### src/rtl/rpma_tf_pkg.sv
// Shared definitions for the RPMA twiddle-factor address generator:
// opcodes, FSM encoding and a constant clog2 helper.
package rpma_tf_pkg;

  localparam logic [1:0] NTT  = 2'b00;
  localparam logic [1:0] INTT = 2'b01;
  localparam logic [1:0] PWM1 = 2'b10;

  typedef enum logic [1:0] {
    StIdle  = 2'd0,
    StRun   = 2'd1,
    StDrain = 2'd2
  } state_e;

  function automatic int unsigned clog2(input int unsigned v);
    int unsigned r;
    r = 0;
    for (int unsigned b = 0; b < 32; b++) begin
      if ((32'd1 << b) < v) r = b + 1;
    end
    return r;
  endfunction

endpackage

### src/rtl/tf_pipe_stall.sv
// Width x depth register chain with per-stage valid bits, a global enable
// that freezes the whole chain, and a synchronous flush of the valid bits.
module tf_pipe_stall #(
  parameter int unsigned WIDTH = 8,
  parameter int unsigned DEPTH = 2
) (
  input  logic             i_clk,
  input  logic             i_rst_n,
  input  logic             i_en,
  input  logic             i_flush,
  input  logic             i_valid,
  input  logic [WIDTH-1:0] i_data,
  output logic             o_valid,
  output logic [WIDTH-1:0] o_data
);

  logic [DEPTH-1:0] r_valid;
  logic [WIDTH-1:0] r_data [DEPTH];

  always_ff @(posedge i_clk or negedge i_rst_n) begin
    if (!i_rst_n) begin
      r_valid <= '0;
      for (int s = 0; s < DEPTH; s++) r_data[s] <= '0;
    end else if (i_flush) begin
      r_valid <= '0;
    end else if (i_en) begin
      r_valid[0] <= i_valid;
      r_data[0]  <= i_data;
      for (int s = 1; s < DEPTH; s++) begin
        r_valid[s] <= r_valid[s-1];
        r_data[s]  <= r_data[s-1];
      end
    end
  end

  assign o_valid = r_valid[DEPTH-1];
  assign o_data  = r_data[DEPTH-1];

endmodule

### src/rtl/tf_addr_gen_mlane.sv
// Self-sequencing multi-lane twiddle ROM address generator: walks every
// stage/beat of an NTT, INTT or PWM1 pass and streams LANES addresses per beat.
module tf_addr_gen_mlane
  import rpma_tf_pkg::*;
#(
  parameter int unsigned LOG_N    = 8,
  parameter int unsigned LANES    = 4,
  parameter int unsigned ADDR_W   = 10,
  parameter int unsigned LAT      = 2,
  parameter int unsigned OFF_INTT = 384,
  parameter int unsigned OFF_PWM  = 768
) (
  input  logic                      i_clk,
  input  logic                      i_rst_n,
  input  logic                      i_start,
  input  logic                      i_abort,
  input  logic [1:0]                i_opcode,
  input  logic                      i_radix4,
  input  logic                      i_out_ready,
  output logic                      o_out_valid,
  output logic [LANES*ADDR_W-1:0]   o_tf_addr,
  output logic [LOG_N-1:0]          o_stage,
  output logic                      o_last,
  output logic                      o_busy,
  output logic                      o_done,
  output logic                      o_err
);

  localparam int unsigned N   = 1 << LOG_N;
  localparam int unsigned LLG = clog2(LANES);
  localparam int unsigned BW  = LANES * ADDR_W;
  localparam int unsigned PW  = 1 + LOG_N + BW;

  state_e            r_state, w_state_next;
  logic [1:0]        r_op;
  logic              r_r4;
  logic [LOG_N-1:0]  r_i, r_g;
  logic [LOG_N-1:0]  w_s_last, w_g_last;
  logic              w_en, w_issue, w_beat_last, w_start_ok, w_start_bad, w_fire_last;
  logic [ADDR_W-1:0] w_base;
  logic [BW-1:0]     w_addr_bus;
  logic [PW-1:0]     w_pipe_in, w_pipe_out;
  logic              w_pipe_valid, w_last_raw;
  logic              r_done, r_err;

  wire w_idle = (r_state == StIdle);

  assign w_start_ok  = i_start & w_idle & (i_opcode != 2'b11) & ~i_abort;
  assign w_start_bad = i_start & w_idle & (i_opcode == 2'b11) & ~i_abort;
  assign w_en        = i_out_ready | ~w_pipe_valid;
  assign w_issue     = (r_state == StRun) & w_en;
  assign w_beat_last = (r_i == w_s_last) & (r_g == w_g_last);
  assign w_fire_last = w_pipe_valid & i_out_ready & w_last_raw;

  // Final stage/beat indices of the configured schedule.
  always_comb begin
    w_s_last = LOG_N'(LOG_N - 1);
    w_g_last = LOG_N'(N / (2 * LANES) - 1);
    if (r_op == PWM1) begin
      w_s_last = '0;
    end else if (r_r4) begin
      w_s_last = LOG_N'(LOG_N / 2 - 1);
      w_g_last = LOG_N'(N / (4 * LANES) - 1);
    end
  end

  // Lane-0 address; all arithmetic wraps naturally at ADDR_W bits.
  always_comb begin
    case (r_op)
      INTT:    w_base = ADDR_W'(OFF_INTT);
      PWM1:    w_base = ADDR_W'(OFF_PWM);
      default: w_base = '0;
    endcase
    if (r_op != PWM1) begin
      w_base = w_base + (r_r4 ? (ADDR_W'(r_i) << (LOG_N - 2)) : (ADDR_W'(r_i) << (LOG_N - 1)));
    end
    w_base = w_base + (ADDR_W'(r_g) << LLG);
  end

  for (genvar k = 0; k < LANES; k++) begin : g_lane
    assign w_addr_bus[k*ADDR_W +: ADDR_W] = w_base + ADDR_W'(k);
  end

  always_ff @(posedge i_clk or negedge i_rst_n) begin
    if (!i_rst_n) r_state <= StIdle;
    else          r_state <= w_state_next;
  end

  always_comb begin
    w_state_next = r_state;
    unique case (r_state)
      StIdle:  if (w_start_ok) w_state_next = StRun;
      StRun:   if (w_issue && w_beat_last) w_state_next = StDrain;
      StDrain: if (w_fire_last) w_state_next = StIdle;
      default: w_state_next = StIdle;
    endcase
    if (i_abort) w_state_next = StIdle;
  end

  always_ff @(posedge i_clk or negedge i_rst_n) begin
    if (!i_rst_n) begin
      r_op   <= NTT;
      r_r4   <= 1'b0;
      r_i    <= '0;
      r_g    <= '0;
      r_done <= 1'b0;
      r_err  <= 1'b0;
    end else begin
      r_done <= 1'b0;
      r_err  <= 1'b0;
      if (i_abort) begin
        r_i <= '0;
        r_g <= '0;
      end else begin
        if (w_start_ok) begin
          r_op <= i_opcode;
          r_r4 <= i_radix4 & (i_opcode != PWM1);
          r_i  <= '0;
          r_g  <= '0;
        end else if (w_issue) begin
          if (w_beat_last) begin
            r_i <= '0;
            r_g <= '0;
          end else if (r_g == w_g_last) begin
            r_g <= '0;
            r_i <= r_i + 1'b1;
          end else begin
            r_g <= r_g + 1'b1;
          end
        end
        r_err  <= w_start_bad;
        r_done <= w_fire_last & (r_state == StDrain);
      end
    end
  end

  assign w_pipe_in = {w_beat_last, r_i, w_addr_bus};

  tf_pipe_stall #(
    .WIDTH(PW),
    .DEPTH(LAT)
  ) u_pipe (
    .i_clk  (i_clk),
    .i_rst_n(i_rst_n),
    .i_en   (w_en),
    .i_flush(i_abort),
    .i_valid(r_state == StRun),
    .i_data (w_pipe_in),
    .o_valid(w_pipe_valid),
    .o_data (w_pipe_out)
  );

  assign w_last_raw  = w_pipe_out[PW-1];
  assign o_out_valid = w_pipe_valid;
  assign o_tf_addr   = w_pipe_out[BW-1:0];
  assign o_stage     = w_pipe_out[BW +: LOG_N];
  assign o_last      = w_last_raw & w_pipe_valid;
  assign o_busy      = ~w_idle;
  assign o_done      = r_done;
  assign o_err       = r_err;

endmodule

### config.mk
export PLATFORM = sky130hd
export DESIGN_NAME = tf_addr_gen_mlane
export DESIGN_NICKNAME = d
export VERILOG_FILES = /design/src/rtl/rpma_tf_pkg.sv /design/src/rtl/tf_pipe_stall.sv /design/src/rtl/tf_addr_gen_mlane.sv
export SDC_FILE = /design/constraint.sdc
export NUM_CORES = 1
export LEC_CHECK = 0
export BUFFER_PORTS_ARGS = -buffer_cell sky130_fd_sc_hd__buf_2
export CORE_AREA = 3 3 86 88
export CTS_CLUSTER_DIAMETER = 120
export DETAILED_ROUTE_END_ITERATION = 8
export DIE_AREA = 0 0 89 91
export GPL_TIMING_DRIVEN = 0
export HOLD_SLACK_MARGIN = 0.12
export PLACE_DENSITY = 0.75
export SETUP_SLACK_MARGIN = 0.05
export SYNTH_ARGS = -nofsm -noshare
export SYNTH_HDL_FRONTEND = slang
export SYNTH_SLANG_ARGS = --single-unit
### constraint.sdc
create_clock -name i_clk -period 2.3 [get_ports i_clk]
set_input_delay 0.69 -clock i_clk [delete_from_list [all_inputs] [get_ports i_clk]]
set_output_delay 0.69 -clock i_clk [all_outputs]
set_load 0.01 [all_outputs]
Yosys cells after proc, flatten, opt, wreduce, memory -nomap -nowiden

Cells that the tools add are included.

Output and inout port bits: 53
Register bits after elaboration: 123
Input bits: 8

Add/sub/neg operators: 7
Multiplexer cells: 26
Bitwise gates (word level): 16
Reductions and logical operators: 9
Eq/ne operators: 13

Operator list:

| cell                                           | count |
|---|---|
| 2-to-1 mux 8 bit                               | 12 |
| adder 10 bit                                   | 2 |
| adder 10 x 2 -> 10 bit (second input constant) | 2 |
| 2-to-1 mux 10 bit                              | 2 |
| one-hot mux 10 bit (2 select lines)            | 1 |
| adder 8 x 1 -> 8 bit (second input constant)   | 2 |
| == test 8 bit                                  | 2 |
| bitwise AND 1 bit                              | 12 |
| 2-to-1 mux 2 bit                               | 6 |
| adder 10 x 1 -> 10 bit (second input constant) | 1 |
| inequality test 3 bit (second input constant)  | 3 |
| == test 2 bit (second input constant)          | 3 |
| inequality test 2 bit (second input constant)  | 3 |
| one-hot mux 2 bit (3 select lines)             | 1 |
| AND reduction 2 bit                            | 3 |
| 2-to-1 mux 5 bit                               | 1 |
| == test 2 x 1 -> 1 bit (second input constant) | 2 |
| nonzero test 4 bit                             | 1 |
| 2-to-1 mux 3 bit                               | 1 |
| inverter 1 bit                                 | 3 |
| AND reduction 3 bit                            | 1 |
| nonzero test 3 bit                             | 1 |
| zero test 2 bit                                | 1 |
| 2-to-1 mux 1 bit                               | 2 |
| other kinds (3)                                | 3 |

Logic depth before layout (Yosys ltp)

Gate-level depths: netlist of the first run.

Word-level depth: 8
Mapped depth: 11
Depth with buffers taken out: 11

By module

Synthesis of the first run repeated with hierarchy kept, for this count alone.

Cells, all modules: 434
Area, all modules: 5780.5 sq um

Modules (own cells, without submodules):

| module            | area an instance (sq um) | instances | seq. area each (sq um) | cells an instance |
|---|---|---|---|---|
| tf_pipe_stall     | 4205.3                   | 1         | 2502.4                 | 263 |
| tf_addr_gen_mlane | 1575.3                   | 1         | 575.6                  | 171 |

Worst setup path after synthesis of the first run

Ideal clock, no wire load.

Path kind: register -> register
Start point: reg r_i[0]
End point: reg u_pipe.r_data[88] in the netlist's numbering
Required time: 2.165 ns
Arrival: 2.314 ns
Slack: -0.149 ns
Stages on the path, launching flop included: 12
Setup time: 0.135 ns
Buffers on the path: 1
Path through: dfrtp_1 > clkbuf_1 > mux2_2 > ha_1 > inv_1 > fa_1 > mux2i_1 > ha_1 > a21oi_1 > xor2_1 > xnor2_1 > o21ai_0

Word-level cells in the longest chain between the ends: 5

Ends and longest elaborated chain:

| what                            | line                     | RTL |
|---|---|---|
| from (decl)                     | tf_addr_gen_mlane.sv:37  | `logic [LOG_N-1:0] r_i, r_g;` |
| from (signal assigned)          | tf_addr_gen_mlane.sv:126 | `r_i <= r_i + 1'b1;` |
| 2-to-1 mux 10 bit               | tf_addr_gen_mlane.sv:75  | `w_base = w_base + (r_r4 ? (ADDR_W'(r_i) << (LOG_N - 2)) : (ADDR_W'(r_i) << (LOG_N - 1)));` |
| adder 10 bit                    | tf_addr_gen_mlane.sv:75  |  |
| 2-to-1 mux 10 bit               | tf_addr_gen_mlane.sv:74  | `if (r_op != PWM1) begin` |
| adder 10 bit                    | tf_addr_gen_mlane.sv:77  | `w_base = w_base + (ADDR_W'(r_g) << LLG);` |
| adder 10 x 2 -> 10 bit          | tf_addr_gen_mlane.sv:81  | `assign w_addr_bus[k*ADDR_W +: ADDR_W] = w_base + ADDR_W'(k);` |
| to (signal, indexed assignment) | tf_pipe_stall.sv:31      | `r_data[s] <= r_data[s-1];` |
| to (decl)                       | tf_pipe_stall.sv:18      | `logic [WIDTH-1:0] r_data [DEPTH];` |

No other way between the ends.
A chain may end at the register's enable or synchronous reset.

Worst setup path after layout of the first run

Start point: reg r_r4
End point: reg u_pipe.r_data[88] in the netlist's numbering

Word-level cells in the longest chain between the ends: 5

Ends and longest elaborated chain:

| what                   | line                     | RTL |
|---|---|---|
| from (decl)            | tf_addr_gen_mlane.sv:36  | `logic r_r4;` |
| from (signal assigned) | tf_addr_gen_mlane.sv:117 | `r_r4 <= i_radix4 & (i_opcode != PWM1);` |
| 2-to-1 mux 10 bit      | tf_addr_gen_mlane.sv:75  |  |
| adder 10 bit           | tf_addr_gen_mlane.sv:75  |  |
| 2-to-1 mux 10 bit      | tf_addr_gen_mlane.sv:74  |  |
| adder 10 bit           | tf_addr_gen_mlane.sv:77  |  |
| adder 10 x 2 -> 10 bit | tf_addr_gen_mlane.sv:81  |  |

No other way between the ends.

==> results of run 1 <==
==> power groups by stage <==
stage / Combinational (mW) / Sequential [mW] / Clock [mW]
final: 0.782 / 1.23 / 0.942
after global routing: 0.878 / 1.25 / 1.01
after CTS: 0.744 / 1.23 / 0.954
after detailed placement: 0.711 / 1.25 / 0
after global placement: 0.689 / 1.24 / 0
after floorplan: 0.510 / 1.23 / 0
==> logic make-up after synthesis <==
kind of cell / after synthesis / share of synthesized area
xor+xnor: 12 / 0.0337
simple gates: 166 / 0.225
fa+ha+maj: 10 / 0.0420
compound gates: 42 / 0.0847
buf+inv: 74 / 0.141
flops: 61 / 0.457
other cells: 1 / 0.00112
mux: 5 / 0.0157
==> per-stage QoR <==
stage | hold slack, ns | worst slack, ns | std cells | cell area, um2 | total power [mW]
5_1_grt | 0.476 | -0.265 | 538 | 4090 | 3.14
2_1_floorplan | 0.394 | -0.0938 | 374 | 3390 | 1.74
3_5_place_dp | 0.456 | -0.232 | 510 | 3770 | 1.97
6_report | 0.415 | -0.132 | 538 | 4090 | 2.96
4_1_cts | 0.474 | -0.180 | 530 | 3990 | 2.93
3_3_place_gp | 0.446 | -0.200 | 510 | 3770 | 1.93
==> repair_timing <==
action | in CTS | in global routing
endpoints found under the setup margin | 1 | 11
gates resized for setup | 0 | 17
hold buffers | 0 | 0
setup buffers | 4 | 10
pin swaps | 3 | 5
==> cell usage after synthesis (4+ instances only) <==
cell type	count
inv_1	7
buf_2	4
a21oi_1	13
and3_1	5
o21ai_0	13
dfrtp_1	61
nor2_1	20
clkbuf_1	14
buf_4	48
nand2_1	108
xnor2_1	4
nand3_1	6
ha_1	8
xor2_1	7
==> path summary, 6_finish.rpt <==
kind,end,slack (ns),cells past startpoint
setup / recovery,u_pipe.r_data[88]$_DFFE_PN0P_,-0.13,10
hold / removal,u_pipe.o_data[45]$_DFFE_PN0P_,0.41,1
setup reg to reg,u_pipe.r_data[88]$_DFFE_PN0P_,-0.13,10
hold reg to reg,u_pipe.o_data[34]$_DFFE_PN0P_,0.47,2
max in group asynchronous,r_g[1]$_DFFE_PN0P_,1.34,1
min in group i_clk,u_pipe.o_data[34]$_DFFE_PN0P_,0.47,2
==> sequential cells by signal, indices dropped and copies added, names as in the netlist <==
register / cells
r_r4: 1
r_op: 2
r_g: 8
u_pipe.o_data: 18
o_done: 1
u_pipe.r_data: 18
o_err: 1
r_i: 8
r_state: 2
u_pipe.r_valid: 2
==> routing by layer <==
layer  part of all wire  global-route usage  vias to the layer above
met5                  0                   0                        -
met4              0.016              0.0645                        0
met3              0.044              0.0436                        9
met2               0.49               0.270                       54
met1               0.45               0.233                     1214
li1                   -                   -                     1321
==> critical path: cells and delay by family, from the launching register on <==
family / cells / cell delay, ns
compound gates: 2 / 0.24
xor+xnor: 2 / 0.32
fa+ha+maj: 3 / 0.81
buf+inv: 1 / 0.04
flops: 1 / 0.42
mux: 2 / 0.46
==> cell type report <==
| class | instances | area, um2 | share of cell area |
|---|---|---|---|
| timing repair buffer | 70 | 388 | 0.0948 |
| clock buffer | 12 | 145 | 0.0355 |
| multi-input combinational | 239 | 1400 | 0.343 |
| sequential | 61 | 1530 | 0.374 |
| tap | 80 | 100 | 0.0245 |
| clock inverter | 4 | 47.5 | 0.0116 |
| inverter | 7 | 26.3 | 0.00642 |
| buffer | 65 | 449 | 0.110 |
==> out/metrics.yaml, run 1 <==
run_status:
  outcome: "finished with violations"
  violations: "negative setup slack"
clock_tree:
  cts_tree: "done"
  clock_path_buffers: 2
  cts_max_level: 3
  clk_pin_slew_worst_paths_ns: 0.07
  clk_latency_ns: 0.34
  cts_made_buffers: 9
  cts_num_sinks: 61
  root_buffer: "clkbuf_8"
placed_design:
  dpl.hpwl_mm: 4.66
  port-buffer-count: 56
  place.gp.congestion: 0.827
sta:
  relSlewSlack: 0.428
  rsz0062_at_grt: "yes"
  worst_slew_pin_slew_ns: 0.859
  fin_ws_ns: -0.132
  skew_ns: 0.00963
  finalHoldViolations: 0
  finalSetupViolations: 2
  drv_slew: 0
  fmax_mhz: 411
  fin_crit_ns: 2.43
  finalSetupTns_ns: -0.210
  period_share: 1.06
finish:
  diodes: 0
  n_fill_cell: 589
  drive_above_1_share: 0.356
  final_cell_mix: "108 x nand2_1, 63 x buf_4, 58 x dfrtp_1"
  fin_nets: 471
  utilization: 0.609
  syn_to_final_growth_pct: 22.5
  final_common_cell: "nand2_1"
die:
  die_w_um: 89
  dieArea_um2: 8100
  io_pins: 61
  start_util: 0.497
  rows: 30
  die_h_um: 91
  placeableCoreArea_um2: 6720
critical_path:
  worst_ep_required_time_ns: 2.51
  crit_slowest_cell: "dfrtp_1"
  worstPathMaxFanout: 2
  cpPeakStageDelay_ns: 0.42
  cp-end-kind: "register"
  crit_arrival_ns: 2.64
  r2r-start: "r_r4$_DFFE_PN0P_"
  crit_type: "reg -> reg"
  startpoint_type: "register"
  crit_path_start: "r_r4$_DFFE_PN0P_"
  worstPathCellList: "mux2_4 -> ha_4 -> inv_2 -> fa_1 -> mux2i_1 -> ha_1 -> a21oi_2 -> xor2_1 -> xnor2_1 -> o21ai_1"
route:
  wl_mm: 6.56
  route.detailed.drc: 0
  drtIter0Drc: 97
  wl_per_cell_um: 12.2
  dr.pass1.iters: 4
  vias: 2598
  ant_nets: 0
  viasPerCell: 4.83
yosys:
  synth_area_per_cell_um2: 9.00
  yosys_warnings: 0
  synth-async-reset-ratio: 1.00
  yosysTopAreaCell: "dfrtp_1"
  synth_area_um2: 3340
  netlist.area_leader.share: 0.457
  ys_seq_area_frac: 0.457
  yosysUniqueCellTypes: 49
  ys.flop_type: "dfrtp_1"
  synth_seq_cells: 61
  syn_inst: 371
  synth_area_leaders: "dfrtp_1 46%, nand2_1 12%, buf_4 11%"
  synth_edf_count: 0
hold_path:
  hold_class: "in -> async"
pwr:
  peakVddDrop_mv: 0.405
  swShare: 0.292
  p_switching_mw: 0.865
  clockPowerShare: 0.318
  power.density_nw_per_um2: 723
  internal_power_mw: 2.09
  power.leakage_nw: 2.19
  power_frac_seq: 0.417
  p_comb_frac: 0.264
global_routing:
  grt_max_degree: 62
  grt_pass1_wl_mm: 11.0
  grt_antenna_before_repair: 0
  gr-total-overflow: 0
  grt_pass1_vias: 2323
  grt_usage: 0.174
flow_run:
  max-cap-violations: 0
Note: power is estimated with default switching activity, not from simulation.
==> inputs of run 2 (changes only) <==
- PLACE_DENSITY: 0.75 -> 0.74
==> out/metrics.yaml, run 2 (synthesis results as in run 1) <==
sta:
  finalSetupViolations: 2
  finalSetupTns_ns: -0.252
  worst_slew_pin_slew_ns: 1.02
  skew_ns: 0.00656
  fmax_mhz: 406
  fin_ws_ns: -0.164
  fin_crit_ns: 2.46
  drv_slew: 0
  period_share: 1.07
  relSlewSlack: 0.322
  rsz0062_at_grt: "yes"
  finalHoldViolations: 0
die:
  start_util: 0.497
  dieArea_um2: 8100
  placeableCoreArea_um2: 6720
  die_w_um: 89
  io_pins: 61
  rows: 30
  die_h_um: 91
clock_tree:
  clock_path_buffers: 2
  clk_pin_slew_worst_paths_ns: 0.07
  cts_max_level: 3
  ctsHoldBuffers: 0
  cts_num_sinks: 61
  cts_tree: "done"
  cts_made_buffers: 9
  root_buffer: "clkbuf_8"
  clk_latency_ns: 0.33
finish:
  drive_above_1_share: 0.354
  final_cell_mix: "108 x nand2_1, 65 x buf_4, 58 x dfrtp_1"
  final_common_cell: "nand2_1"
  fin_nets: 473
  instances_no_fill: 540
  diodes: 0
  syn_to_final_growth_pct: 22.7
  n_fill_cell: 578
route:
  met3_length_um: 325
  highest_layer: "met4"
  viasPerCell: 4.82
  wl_per_cell_um: 12.5
  route.detailed.drc: 0
  wl_mm: 6.75
  vias: 2602
  met2_length_mm: 3.33
  dr.pass1.iters: 4
  ant_nets: 0
  drtIter0Drc: 121
  wl_met1_mm: 2.99
critical_path:
  worst_ep_required_time_ns: 2.51
  worstPathMaxFanout: 2
  startpoint_type: "register"
  crit_type: "reg -> reg"
  cpPeakStageDelay_ns: 0.40
  critical_path.top_delay_family: "adder cells"
  path_buf_inv: 1
  crit_arrival_ns: 2.68
  crit_slowest_cell: "dfrtp_1"
  worstPathCellList: "mux2_4 -> ha_4 -> inv_2 -> fa_1 -> mux2i_1 -> ha_1 -> a21oi_2 -> xor2_1 -> xnor2_1 -> o21ai_1"
  cp-end-kind: "register"
pwr:
  peakVddDrop_mv: 0.366
  power.leakage_nw: 2.21
  power.density_nw_per_um2: 725
  power_mw: 2.97
global_routing:
  grt_usage: 0.173
  gr-total-overflow: 0
  grt_pass1_wl_mm: 11.1
  grt_antenna_before_repair: 0
  grt_pass1_vias: 2395
  grt_max_degree: 62
placed_design:
  dp.cells: 510
  port-buffer-count: 56
  dpl.hpwl_mm: 4.63
  place.gp.congestion: 0.807
run_status:
  violations: "negative setup slack"
  outcome: "finished with violations"
hold_path:
  hold_class: "in -> async"
flow_run:
  max-cap-violations: 0
[run 2: worst paths after layout]
check / to / depth (start not counted) / from / slack [ns]
setup / recovery: u_pipe.r_data[88]$_DFFE_PN0P_ / 10 / r_r4$_DFFE_PN0P_ / -0.16
hold / removal: u_pipe.o_data[43]$_DFFE_PN0P_ / 1 / i_rst_n / 0.43
setup reg to reg: u_pipe.r_data[88]$_DFFE_PN0P_ / 10 / r_r4$_DFFE_PN0P_ / -0.16
hold reg to reg: u_pipe.o_data[38]$_DFFE_PN0P_ / 2 / u_pipe.r_data[87]$_DFFE_PN0P_ / 0.46
max in group asynchronous: r_i[1]$_DFFE_PN0P_ / 1 / i_rst_n / 1.34
min in group i_clk: u_pipe.o_data[38]$_DFFE_PN0P_ / 2 / u_pipe.r_data[87]$_DFFE_PN0P_ / 0.46
[run 2: where the power goes]
part	total, mW	internal (mW)	switching [mW]
sequential	1.23	1.16	0.0707
clock	0.942	0.527	0.415
combinational	0.801	0.416	0.385
total	2.97	2.10	0.871
[run 2: metal layers]
| layer | vias up | GRT usage |
|---|---|---|
| li1 | 1323 | - |
| met1 | 1211 | 0.231 |
| met2 | 61 | 0.275 |
| met3 | 7 | 0.0408 |
| met4 | 0 | 0.0596 |
| met5 | - | 0 |
[run 2: layout make-up]
class                           count  area, um2  area share
Clock buffer                       12        145      0.0354
Multi-Input combinational cell    239       1400       0.341
Clock inverter                      4       47.5      0.0116
Tap cell                           80        100      0.0244
Timing Repair Buffer               72        403      0.0983
Inverter                            7       26.3     0.00641
Sequential cell                    61       1530       0.373
Buffer                             65        449       0.110
[run 2: stage by stage]
stage / cell area [um2] / worst slack [ns] / hold WS [ns] / util
final: 4100 / -0.164 / 0.432 / 0.610
after global routing: 4100 / -0.276 / 0.493 / 0.610
after CTS: 3990 / -0.223 / 0.466 / 0.594
after detailed placement: 3770 / -0.285 / 0.448 / 0.561
after global placement: 3770 / -0.220 / 0.444 / 0.561
after floorplan: 3390 / -0.0938 / 0.394 / -
[run 2: what timing repair did]
action	CTS	global route
cloned	0	0
resized for setup	1	16
pin swaps	3	8
endpoints found under the setup margin	4	11
setup buffers	4	12
[run 2: worst register-to-register path, cell delays in order, from the launching register on]
cell     delay (ns)
dfrtp_1        0.40
mux2_4         0.32
ha_4           0.16
inv_2          0.05
fa_1           0.39
mux2i_1        0.19
ha_1           0.29
a21oi_2        0.16
xor2_1         0.18
xnor2_1        0.14
o21ai_1        0.08
